<file path="src/rtl/pipe_hazard_ctrl.sv">
// Central hazard controller for the negedge-clocked 5-stage MIPS pipeline.
// Shadows EX/MEM/WB register usage; drives forwarding, stalls, bubbles, flushes.
module pipe_hazard_ctrl #(
  parameter int REG_AW   = 5,
  parameter int LOAD_LAT = 1,
  parameter int MDU_LAT  = 4,
  parameter int CNT_W    = 16
) (
  input  logic              SYS_clk,
  input  logic              SYS_reset_n,
  input  logic              D_valid,
  input  logic [REG_AW-1:0] D_rs,
  input  logic [REG_AW-1:0] D_rt,
  input  logic              D_uses_rs,
  input  logic              D_uses_rt,
  input  logic [REG_AW-1:0] D_dest,
  input  logic              D_reg_write,
  input  logic              D_mem_read,
  input  logic              D_multi,
  input  logic              BR_taken,
  output logic              PC_en,
  output logic              FD_en,
  output logic              FD_flush,
  output logic              DE_bubble,
  output logic              EX_hold,
  output logic              EM_bubble,
  output logic [1:0]        FWD_a,
  output logic [1:0]        FWD_b,
  output logic [CNT_W-1:0]  STALL_cnt,
  output logic [CNT_W-1:0]  FLUSH_cnt
);

  localparam logic [1:0] LC_INIT    = 2'(LOAD_LAT - 1);
  localparam logic [3:0] BC_INIT    = 4'(MDU_LAT - 1);
  localparam logic       MDU_STALLS = (MDU_LAT > 1);

  logic              ex_v, mem_v, wb_v;
  logic [REG_AW-1:0] ex_rs, ex_rt, ex_dest, mem_dest, wb_dest;
  logic              ex_ur, ex_ut, ex_rw, ex_mr, ex_multi;
  logic              mem_rw, mem_mr, wb_rw;
  logic [1:0]        lc;
  logic [3:0]        bc;

  logic busy, br_ok, luse, stall_ld, adv_d;
  logic mem_src_ok, wb_src_ok;

  assign busy     = ex_v & ex_multi & (bc != 4'd0);
  assign br_ok    = BR_taken & ex_v & ~busy;
  assign luse     = D_valid & ex_v & ex_mr & ex_rw & (ex_dest != '0) &
                    ((D_uses_rs & (D_rs == ex_dest)) | (D_uses_rt & (D_rt == ex_dest)));
  assign stall_ld = luse | (lc != 2'd0);
  assign adv_d    = ~busy & ~br_ok & ~stall_ld;

  // Loads in EX/MEM have no data yet, so only non-load producers forward from there.
  assign mem_src_ok = mem_v & mem_rw & ~mem_mr & (mem_dest != '0);
  assign wb_src_ok  = wb_v & wb_rw & (wb_dest != '0);

  assign FWD_a = (ex_ur & mem_src_ok & (mem_dest == ex_rs)) ? 2'b10 :
                 (ex_ur & wb_src_ok  & (wb_dest  == ex_rs)) ? 2'b01 : 2'b00;
  assign FWD_b = (ex_ut & mem_src_ok & (mem_dest == ex_rt)) ? 2'b10 :
                 (ex_ut & wb_src_ok  & (wb_dest  == ex_rt)) ? 2'b01 : 2'b00;

  always_comb begin
    // NOTE: every output gets a default first so no path leaves it unassigned (no latch).
    PC_en     = 1'b1;
    FD_en     = 1'b1;
    FD_flush  = 1'b0;
    DE_bubble = 1'b0;
    EX_hold   = 1'b0;
    EM_bubble = 1'b0;
    if (busy) begin
      PC_en     = 1'b0;
      FD_en     = 1'b0;
      EX_hold   = 1'b1;
      EM_bubble = 1'b1;
    end else if (br_ok) begin
      FD_flush  = 1'b1;
      DE_bubble = 1'b1;
    end else if (stall_ld) begin
      PC_en     = 1'b0;
      FD_en     = 1'b0;
      DE_bubble = 1'b1;
    end
  end

  // Control state: valids, load/busy counters.
  always_ff @(negedge SYS_clk or negedge SYS_reset_n) begin
    if (!SYS_reset_n) begin
      ex_v  <= 1'b0;
      mem_v <= 1'b0;
      wb_v  <= 1'b0;
      lc    <= 2'd0;
      bc    <= 4'd0;
    end else begin
      // NOTE: non-blocking so every stage samples its predecessor's pre-edge value.
      wb_v <= mem_v;
      if (busy) begin
        mem_v <= 1'b0;
        bc    <= bc - 4'd1;
      end else begin
        mem_v <= ex_v;
        if (br_ok) begin
          ex_v <= 1'b0;
          lc   <= 2'd0;
        end else if (stall_ld) begin
          ex_v <= 1'b0;
          lc   <= (lc == 2'd0) ? LC_INIT : lc - 2'd1;
        end else begin
          ex_v <= D_valid;
          if (D_valid & D_multi & MDU_STALLS) bc <= BC_INIT;
        end
      end
    end
  end

  // NOTE: payload fields are meaningless while their valid bit is low, so they carry no reset.
  always_ff @(negedge SYS_clk) begin
    wb_dest <= mem_dest;
    wb_rw   <= mem_rw;
    if (!busy) begin
      mem_dest <= ex_dest;
      mem_rw   <= ex_rw;
      mem_mr   <= ex_mr;
    end
    if (adv_d) begin
      ex_rs    <= D_rs;
      ex_rt    <= D_rt;
      ex_ur    <= D_uses_rs;
      ex_ut    <= D_uses_rt;
      ex_dest  <= D_dest;
      ex_rw    <= D_reg_write;
      ex_mr    <= D_mem_read;
      ex_multi <= D_multi;
    end
  end

  always_ff @(negedge SYS_clk or negedge SYS_reset_n) begin
    if (!SYS_reset_n) begin
      STALL_cnt <= '0;
      FLUSH_cnt <= '0;
    end else begin
      if (!PC_en && (STALL_cnt != '1)) STALL_cnt <= STALL_cnt + CNT_W'(1);
      if (br_ok && (FLUSH_cnt != '1))  FLUSH_cnt <= FLUSH_cnt + CNT_W'(1);
    end
  end

endmodule

</file>
<file path="config.mk">
export PLATFORM = sky130hd
export DESIGN_NAME = pipe_hazard_ctrl
export DESIGN_NICKNAME = d
export VERILOG_FILES = /design/src/rtl/pipe_hazard_ctrl.sv
export SDC_FILE = /design/constraint.sdc
export NUM_CORES = 1
export LEC_CHECK = 0
export CAP_MARGIN = 15
export CORE_AREA = 4 4 72 107
export DETAILED_ROUTE_END_ITERATION = 10
export DIE_AREA = 0 0 76 111
export MAX_ROUTING_LAYER = met4
export PLACE_DENSITY = 0.84
export SETUP_SLACK_MARGIN = 0.1
export SLEW_MARGIN = 20
export SYNTH_ARGS = -nofsm -noshare
export SYNTH_HDL_FRONTEND = slang
export SYNTH_SLANG_ARGS = --single-unit
export TNS_END_PERCENT = 10
</file>
<file path="constraint.sdc">
create_clock -name SYS_clk -period 2.5 [get_ports SYS_clk]
set_input_delay 0.25 -clock SYS_clk [delete_from_list [all_inputs] [get_ports SYS_clk]]
set_output_delay 0.25 -clock SYS_clk [all_outputs]
set_load 0.1 [all_outputs]
</file>
==> flow_summary_export.csv <==
group,metric,value,unit
finish,area_growth,67.3,%
timing,worst_slack,-1.20,ns
cts,clk_pin_slew,0.06,ns
die,die_h,111,um
cts,clk_latency,0.42,ns
logic_synthesis,ys_types,47,
timing,rsz0062_at_grt,"yes",
placement,place_ws,-0.915,ns
die,dieArea,0.00844,mm^2
worst_setup_path,rr_endpoint,"FLUSH_cnt[12]",
timing,holdWs,0.334,ns
logic_synthesis,syn_area_per_cell,11.9,um^2
worst_setup_path,crit_fanout,3,
worst_setup_path,crit_type,"flip-flop to output pin",
timing,skew,0.0977,ns
power,vdd_ir_drop_max,0.00101,V
worst_setup_path,crit_arrival,3.45,ns
placement,portBuffers,65,
finish,mostFrequentLayoutCell,"buf_4",
worst_setup_path,critPathCaptureType,"output pin",
grt,antenna_found_initial,0,
placement,dp_hpwl,6630,um
logic_synthesis,synth-seq-cells,74,
placement,place_congestion,0.814,
worst_setup_path,cp_data_required_time,2.25,ns
worst_setup_path,cp_common_cell,"buf_12",
job,cap_violations,0,
finish,diodes,0,
finish,drive_gt1_frac,0.382,
grt,grt_pass1_wl,17400,um
worst_setup_path,crit_chain,"inv_2 -> ha_4 -> or3b_4 -> and3_4 -> clkinv_8 -> nand2_4 -> or2_4 -> buf_12 -> nand2_8 -> buf_12",
cts,clock_sinks,74,
route,drcViolationCount,0,
worst_setup_path,crit_cells,10,
logic_synthesis,synth-async-reset-ratio,0.554,
run_status,violations,"setup timing",
worst_hold_path,worstHoldPathType,"flip-flop to flip-flop",
route,drt_first_pass_iters,6,
die,ioPinCount,66,
cts,cts_root_buffer,"clkbuf_8",
timing,timing_hold_violations_final,0,
timing,setup_viol,81,
logic_synthesis,yosys_warnings,0,
route,num_vias,2976,
logic_synthesis,syn_nets,311,
cts,clock_tree.buffer_depth,2,
grt,grt_use_total,0.268,
worst_setup_path,cp-endpoint,"FD_en",
route,via_per_inst,5.58,
finish,layout.nets,478,
timing,tightest_slew,0.441,ns
logic_synthesis,netlist_instances,283,
cts,cts_made_buffers,9,
logic_synthesis,synth_edf_count,27,
worst_setup_path,crit_path_start,"bc[1]",
route,wl_per_cell,20.4,um
finish,final_cell_mix,"buf_4 (55), buf_12 (45), dfrtn_1 (41), inv_1 (37), xor2_1 (33)",
cts,htreeDepth,3,
grt,grt_max_degree,42,
power,leakage,0.00262,uW
worst_setup_path,slowest_stage,"or3b_4",
route,wirelength,10900,um
logic_synthesis,syn-cell-area,0.00338,mm^2
route,drtIter0Drc,113,
route,ant_nets,0,
worst_setup_path,max_stage_delay,0.37,ns
cts,cts_tree,"yes",
die,die_w,76,um
logic_synthesis,synthFlopType,"dfrtn_1",
worst_setup_path,timing.critical_path.buf_inv,4,
logic_synthesis,ys_seq_area_frac,0.579,
die,initial_core_util,0.496,
worst_setup_path,cp-start-kind,"flip-flop",
timing,slew_viol_final,0,
timing,slew_headroom,0.705,
worst_setup_path,r2r_cells,13,
die,num_rows,37,
worst_setup_path,critPathTopFamily,"simple AND/OR/NAND/NOR gates",
grt,grt_pass1_vias,3356,
worst_hold_path,min_path_cells,0,
run_status,status,"finished, violations left",
worst_setup_path,rrSetupSlack,0.02,ns
die,core_area,0.00681,mm^2
power,powerDensity,1020,mW/mm^2
grt,globalRoute.totalOverflow,0,
worst_setup_path,r2r-start,"bc[1]",
timing repair:
item,in CTS,in global routing
pin swaps,7,20
endpoints found under the setup margin,99,91
gates resized for setup,35,28
setup buffers,7,7
gates cloned,0,0
hold buffers,0,0
cell usage after synthesis, types with 2 or more instances:
master,number,area share
a21oi_1,4,0.0059
a31oi_1,2,0.0037
and2_1,3,0.0056
and3_1,4,0.0074
buf_4,2,0.0044
buf_6,3,0.010
dfrtn_1,41,0.30
dfxtp_1,6,0.036
edfxtp_1,27,0.24
ha_1,4,0.015
inv_1,7,0.0078
mux2_2,3,0.010
nand2_1,25,0.028
nand3_1,11,0.016
nand4_1,16,0.030
nor2_1,24,0.027
nor3_1,10,0.015
nor4_1,4,0.0074
o21ai_0,2,0.0030
or3_1,2,0.0037
xnor2_1,25,0.065
xor2_1,33,0.086
routing by layer:
layer	global-route usage	wire length, um
met4	0.118	374
met2	0.495	6250
met5	-	0
met3	0.0472	615
met1	0.270	3620
power breakdown:
part	internal [uW]	leakage, uW	switching [uW]
registers	1580	0.000849	325
logic	1090	0.00148	1450
clock network	633	0.000292	691
total	3310	0.00262	2470
how the worst min path moves through the flow:
stage	from	slack [ns]	to
after floorplan	mem_v	0.31	wb_v
after global placement	mem_v	0.32	wb_v
after detailed placement	mem_v	0.32	wb_v
after CTS	mem_v	0.33	wb_v
after global routing	mem_v	0.34	wb_v
final	mem_v	0.33	wb_v
kinds of logic after synthesis:
| logic type | synth area share |
|---|---|
| AO/OA/AOI/OAI | 0.0452 |
| XOR/XNOR | 0.150 |
| adder cells (fa/ha/maj) | 0.0148 |
| buffers and inverters | 0.0248 |
| flip-flops | 0.579 |
| multiplexers | 0.0163 |
| AND/OR/NAND/NOR | 0.169 |
cell type report:
class | count | area (um^2)
fill | 301 | 1150
sequential | 74 | 1960
timing repair buffer | 129 | 1620
clock inverter | 38 | 189
tap | 78 | 97.6
inverter | 7 | 38.8
clock buffer | 11 | 163
multi-input combinational | 196 | 1590
flip-flops by register name, indices dropped and copies added, names as in the netlist:
name,flops
ex_v,1
ex_dest,5
ex_rw,1
mem_v,1
wb_dest,5
wb_v,1
mem_dest,5
ex_ut,1
ex_rs,5
lc,2
ex_multi,1
ex_rt,5
mem_mr,1
ex_mr,1
FLUSH_cnt,16
bc,4
STALL_cnt,16
mem_rw,1
ex_ur,1
wb_rw,1
stage by stage:
stage,total power [uW],cell area (um^2),cells,setup TNS (ns),utilization
finish,5770,5650,533,-22.96,0.830
global route,6020,5650,533,-26.64,0.830
CTS,5610,5500,526,-27.08,0.809
detailed placement,4280,5000,471,-50.27,0.734
global placement,4190,5000,471,-46.80,0.734
floorplan,3260,3490,283,-38.70,-
Note: power is estimated with default switching activity, not from simulation.
